<file path="src/rtl/demux_dispatch_1x4.sv">
// -----------------------------------------------------------------------------
// demux_dispatch_1x4
//
// Purpose:
//   Routes a single upstream valid/ready stream to one of four downstream
//   channels. Each channel is a one-entry register slice (payload + valid).
//   The destination comes either from the sel input or from an internal
//   round-robin pointer that advances on every accepted word while rr_en=1.
//
// Handshake semantics (both sides):
//   A transfer happens on a rising clk edge where valid and ready are both 1.
//   The sender holds data stable while valid=1 and ready=0. The receiver's
//   ready never depends on the sender's valid, so there is no comb loop.
//   A full channel that drains on the same edge accepts a new word, so a
//   continuously-ready consumer sees no bubbles.
//
// Ports:
//   clk       in   sole clock, rising edge
//   rst       in   asynchronous, active-high reset
//   data_in   in   WIDTH   upstream payload
//   sel       in   2       destination channel when rr_en=0
//   rr_en     in   1       1: destination = rr_ptr, 0: destination = sel
//   in_valid  in   1       upstream offers data_in
//   in_ready  out  1       addressed channel can take data_in this cycle
//   y_data    out  4*WIDTH channel i payload in [i*WIDTH +: WIDTH]
//   y_valid   out  4       per-channel valid
//   y_ready   in   4       per-channel downstream ready
//   rr_ptr    out  2       current round-robin pointer
// -----------------------------------------------------------------------------
module demux_dispatch_1x4 #(
    parameter int WIDTH = 8
) (
    input  logic                 clk,
    input  logic                 rst,
    input  logic [WIDTH-1:0]     data_in,
    input  logic [1:0]           sel,
    input  logic                 rr_en,
    input  logic                 in_valid,
    output logic                 in_ready,
    output logic [4*WIDTH-1:0]   y_data,
    output logic [3:0]           y_valid,
    input  logic [3:0]           y_ready,
    output logic [1:0]           rr_ptr
);

    logic [4*WIDTH-1:0] data_q,   data_d;
    logic [3:0]         valid_q,  valid_d;
    logic [1:0]         rr_ptr_q, rr_ptr_d;

    logic [1:0]         dest;
    logic               in_fire;
    logic [3:0]         load;
    logic [3:0]         drain;

    // Destination is resolved every cycle so rr_en/sel may change freely.
    assign dest = rr_en ? rr_ptr_q : sel;

    // Only the addressed channel gates acceptance; a stalled neighbour does
    // not block traffic. Forced low during reset so nothing is accepted
    // while state is being cleared.
    assign in_ready = (~valid_q[dest] | y_ready[dest]) & ~rst;
    assign in_fire  = in_valid & in_ready;

    always_comb begin
        load     = 4'b0000;
        drain    = 4'b0000;
        valid_d  = valid_q;
        data_d   = data_q;
        rr_ptr_d = rr_ptr_q;

        for (int i = 0; i < 4; i++) begin
            load[i]  = in_fire && (dest == 2'(i));
            drain[i] = valid_q[i] & y_ready[i];

            // Load wins over drain: a simultaneous drain+load keeps the
            // slot full with the new word (no bubble).
            if (load[i]) begin
                valid_d[i]                = 1'b1;
                data_d[i*WIDTH +: WIDTH]  = data_in;
            end else if (drain[i]) begin
                // Payload is left in place; only a load changes y_data.
                valid_d[i] = 1'b0;
            end
        end

        if (in_fire && rr_en) begin
            rr_ptr_d = rr_ptr_q + 2'd1;  // wraps 3 -> 0 naturally
        end
    end

    always_ff @(posedge clk or posedge rst) begin
        if (rst) begin
            data_q   <= '0;
            valid_q  <= 4'b0000;
            rr_ptr_q <= 2'b00;
        end else begin
            data_q   <= data_d;
            valid_q  <= valid_d;
            rr_ptr_q <= rr_ptr_d;
        end
    end

    assign y_data  = data_q;
    assign y_valid = valid_q;
    assign rr_ptr  = rr_ptr_q;

endmodule

</file>
<file path="config.mk">
export PLATFORM = sky130hd
export DESIGN_NAME = demux_dispatch_1x4
export DESIGN_NICKNAME = d
export VERILOG_FILES = /design/src/rtl/demux_dispatch_1x4.sv
export SDC_FILE = /design/constraint.sdc
export NUM_CORES = 1
export LEC_CHECK = 0
export CORE_UTILIZATION = 39
export DETAILED_ROUTE_END_ITERATION = 8
export PLACE_DENSITY = 0.77
export SETUP_SLACK_MARGIN = 0.05
export SYNTH_ARGS = -nofsm -noshare
export SYNTH_HDL_FRONTEND = slang
export SYNTH_SLANG_ARGS = --single-unit
</file>
<file path="constraint.sdc">
create_clock -name clk -period 1.7 [get_ports clk]
set_input_delay 0.17 -clock clk [delete_from_list [all_inputs] [get_ports clk]]
set_output_delay 0.17 -clock clk [all_outputs]
set_load 0.01 [all_outputs]
</file>
* Yosys cells after proc, flatten, opt, wreduce, memory -nomap -nowiden
Index checks and enable logic that the tools add are counted. Widths: inputs -> output; s select.
Word-level totals: flip-flop bits (word level) 38, output and inout bits 39, logic and storage cells 46
Operators by class: add/sub/neg operators 1, order comparisons 1, equal/unequal tests 3, mux-type cells 13, bitwise gates (word level) 9, reduce and logical (&&, ||, !) cells 10
Operator list (count):
- $mux 1 | 10
- $reduce_bool 2->1 | 4
- $and 1x1->1 | 6
- $logic_and 1x1->1 | 5
- $bmux 1 s2 | 2
- $eq 2x2->1 const B | 2
- $lt 2x3->1 const B | 1
- $add 2x1->2 const B | 1
- $eq 2x1->1 const B | 1
- $logic_not 2->1 | 1
- $mux 2 | 1
- $not 1->1 | 2
- $or 1x1->1 | 1

* Logic depth before layout (Yosys ltp)
word-level depth 9, mapped depth 4, gate-level depth less buffers 4

* Worst setup path after synthesis
Ideal clock, no wire load.
path kind reg2reg, start register rr_ptr_q[1], in the netlist rr_ptr[1], end register data_q[10], in the netlist y_data[10], data arrival time 1.558 ns, path slack 0.017 ns, stages on the path, launching flop included 4, period minus slack after synthesis 1.683 ns, cell sequence dfrtp_1 mux2i_4 nor4b_4 mux2_2
Between the ends: cells in the longest elaborated chain, start to end 8
RTL lines:
- start: declaration | line 48 | logic [1:0] rr_ptr_q, rr_ptr_d;
- start signal: assignment | line 99 | rr_ptr_q <= rr_ptr_d;
- $mux 2 (*) | line 56 | assign dest = rr_en ? rr_ptr_q : sel;
- $bmux 1 s2 | line 61 | assign in_ready = (~valid_q[dest] | y_ready[dest]) & ~rst;
- $mux 1 (implied by the code) | line 61
- $not 1->1 | line 61
- $or 1x1->1 | line 61
- $and 1x1->1 | line 61
- $and 1x1->1 | line 62 | assign in_fire = in_valid & in_ready;
- $logic_and 1x1->1 (*) | line 72 | load[i] = in_fire && (dest == 2'(i));
- end signal: assignment | line 97 | data_q <= data_d;
- end: declaration | line 46 | logic [4*WIDTH-1:0] data_q, data_d;
Every way passes the cells marked *; elsewhere a longest branch is shown, timed or not. The select of a mux whose other input is x is not followed. A chain may end at the register's enable or synchronous reset.

* Worst setup path after layout
start register rr_ptr_q[1], in the netlist rr_ptr[1], end output in_ready
Between the ends: cells in the longest elaborated chain, start to end 6
RTL lines:
- $mux 2 (*) | line 56
- $bmux 1 s2 | line 61
- $mux 1 (implied by the code) | line 61
- $not 1->1 | line 61
- $or 1x1->1 (*) | line 61
- $and 1x1->1 (*) | line 61
- end: declaration | line 39 | output logic in_ready,
Marked as above.

==> metrics.cfg <==
[placed_design]
hpwl_um=2760
dp.cells=224
dp_slack_ns=-0.528
globalplace.congestion=0.831
port-buffer-count=56

[grt]
grt_pass1_vias=1252
antenna_found_initial=0
grt-ovfl-total=0
track_usage_pct=19.4
grt_pass1_wl_um=6100
grt_max_degree=39

[setup_path]
max_stage_delay_ns=0.42
crit_slowest_cell=dfrtp_2
path_class=reg2out
cp_top_family=multiplexers
critPathArrivalTime_ns=1.54
crit_path_start_kind=flop
crit_path_max_fanout=3
worstSetupEndpointType=output port
worstPathRequired_ns=1.53
cp_cell_sequence=mux2i_4, mux2i_1, nand2_1, a21oi_2, buf_2
cp_num_buf_inv=1

[yosys]
synth_mux_area_share_pct=27.3
synth_top_family_by_area=multiplexers
synth_area_per_cell_um2=15.3
syn_area_um2=1560
synth_simple_gate_area_share_pct=9.22
synth-seq-cells=38
synth_nets=120
synthXorXnorAreaFrac_pct=0
synth_cell_types=19
synth_cells=102
synth_warnings=0
synth-compound-area-share_pct=2.09
synth_seq_area_share_pct=60.9
synthAdderAreaFrac_pct=0

[detailed_routing]
via_count=1171
dr.first_iter.drc_count=51
drt_pass1_iterations=4
drt_wl_total_um=3780
wl_per_cell_um=15.9
ant_nets=0
viasPerCell=4.94
drc=0

[sta]
rsz0062_at_grt=yes
period_share_pct=101
hold_viol_final=0
worst_pin_slew_ns=0.466
fin_hold_ws_ns=0.459
slew_viol_final=0
slew_headroom_pct=68.9
setup_viol=1
skew_ns=0.00242
fmax_ghz=0.585
postLayoutSetupSlackWorst_ns=-0.0104
min_period_ns=1.71

[pwr]
leakagePower_nw=1.10
total_power_mw=4.10
powerDensity_nw_per_um2=1640
ir_drop_mv=0.926

[floorplan]
die_area_um2=4260
die_y_um=65.3
rows=22
fp.coreArea_um2=3740
chipWidth_um=65.3
io_pins=57
initial_core_util_pct=41.7

[cells_and_area]
final_core_util_pct=66.6
drive_above_1_share_pct=40.2
fillers=287
area_growth_pct=59.9
seqCellArea_um2=952
multi_input_area_um2=646
antenna_cells=0
stdcell_count=237
nets=206

[min_path]
hold_path.class=in2async

[run_status]
status=finished, violations left
violations=negative setup slack

[clock_network]
cts_max_path_buffers=2
numCtsBuffers=5
cts_hold_buf=0
htree_levels=2
cts_sinks=38
clkTransAtPathRegs_ns=0.07
cts_root_buf=clkbuf_8
tritoncts=yes
clk_latency_ns=0.29

[flow_run]
cap_violations=0

[layer usage]
metal  vias up  share of wire, %  global-route usage (%)
met2        46                49                    32.5
met1       580                43                    23.4
met4         0               1.2                    5.98
li1        540                 -                       -
met5         -                 0                       0
met3         5               6.9                    6.42
[per-stage QoR]
stage          TNS (ns)  area [um2]
4_1_cts        -0.00355        2470
6_report        -0.0104        2490
3_5_place_dp     -12.72        2320
5_1_grt         -0.0889        2490
2_1_floorplan         0        1560
3_3_place_gp     -11.11        2320
[Yosys cell counts]
cell type	number	area, um2
a21oi_1	2	10.0
a31o_2	1	8.76
and3b_1	1	8.76
dfrtp_1	38	951
inv_1	2	7.51
mux2_2	34	383
mux2i_1	2	20.0
mux2i_4	1	22.5
nand2_1	5	18.8
nand2b_1	3	18.8
nand3_1	2	10.0
nand3b_1	1	7.51
nor2_1	1	3.75
nor2b_1	3	18.8
nor4_4	1	21.3
nor4b_4	1	23.8
o21ai_0	1	5.00
o311ai_0	1	8.76
or2_2	2	12.5
[placed cells by master (no fill, tap or decap), types with 2 or more instances in the layout]
master | synthesis | layout
nand3_1 | 2 | 2
buf_4 | 0 | 21
mux2_4 | 0 | 9
buf_6 | 0 | 2
nand2_1 | 5 | 4
clkbuf_8 | 0 | 6
or2_2 | 2 | 2
dfrtp_1 | 38 | 37
inv_1 | 2 | 2
nand2b_1 | 3 | 3
mux2_2 | 34 | 25
clkdlybuf4s50_1 | 0 | 54
nor2b_1 | 3 | 3
[layout make-up]
| cell class | instances | share of cell area, % |
|---|---|---|
| Clock inverter | 2 | 0.502 |
| Sequential cell | 38 | 38.2 |
| Inverter | 2 | 0.301 |
| Tap cell | 48 | 2.41 |
| Multi-Input combinational cell | 62 | 25.9 |
| Timing Repair Buffer | 79 | 29.4 |
| Clock buffer | 6 | 3.31 |
[sequential cells by signal, indices dropped and copies added (netlist names)]
| name | count |
|---|---|
| y_valid | 4 |
| y_data | 32 |
| rr_ptr | 2 |
[where the power goes]
| group | internal, mW | leakage, nW | switching (mW) |
|---|---|---|---|
| Sequential | 1.32 | 0.461 | 0.249 |
| Combinational | 1.24 | 0.596 | 0.656 |
| Clock | 0.326 | 0.0472 | 0.311 |
| Total | 2.89 | 1.10 | 1.22 |
[worst register-to-register path: stages, from the launching register on]
cell and delay (ns):
dfrtp_2 0.42, mux2i_4 0.21, buf_6 0.16, nor4b_4 0.24
buf_4 0.19, mux2_4 0.30
[cell families (layout without fill, tap and decap cells)]
family	count (synthesis)	after routing
simple gates	20	20
flops	38	38
buf+inv	2	89
mux	37	37
compound gates	5	5
[what timing repair did]
| item | CTS | global route |
|---|---|---|
| pin swaps | 2 | 1 |
| buffers inserted | 3 | 3 |
| setup endpoints to repair | 33 | 17 |
| hold endpoints to repair | 0 | 0 |
| gates resized for setup | 18 | 1 |
[final timing paths]
kind                                   startpoint                     end  slack, ns  depth (start not counted)
setup / recovery            rr_ptr[1]$_DFFE_PP0P_                in_ready      -0.01                          5
hold / removal                                rst   rr_ptr[0]$_DFFE_PP0P_       0.46                          4
setup reg to reg            rr_ptr[1]$_DFFE_PP0P_  y_data[12]$_DFFE_PP0P_       0.06                          5
hold reg to reg            y_data[20]$_DFFE_PP0P_  y_data[20]$_DFFE_PP0P_       0.51                          1
max in group asynchronous                     rst   rr_ptr[1]$_DFFE_PP0P_       0.90                          4
min in group clk           y_data[20]$_DFFE_PP0P_  y_data[20]$_DFFE_PP0P_       0.51                          1
No activity file was read; power rests on OpenSTA's default activity.
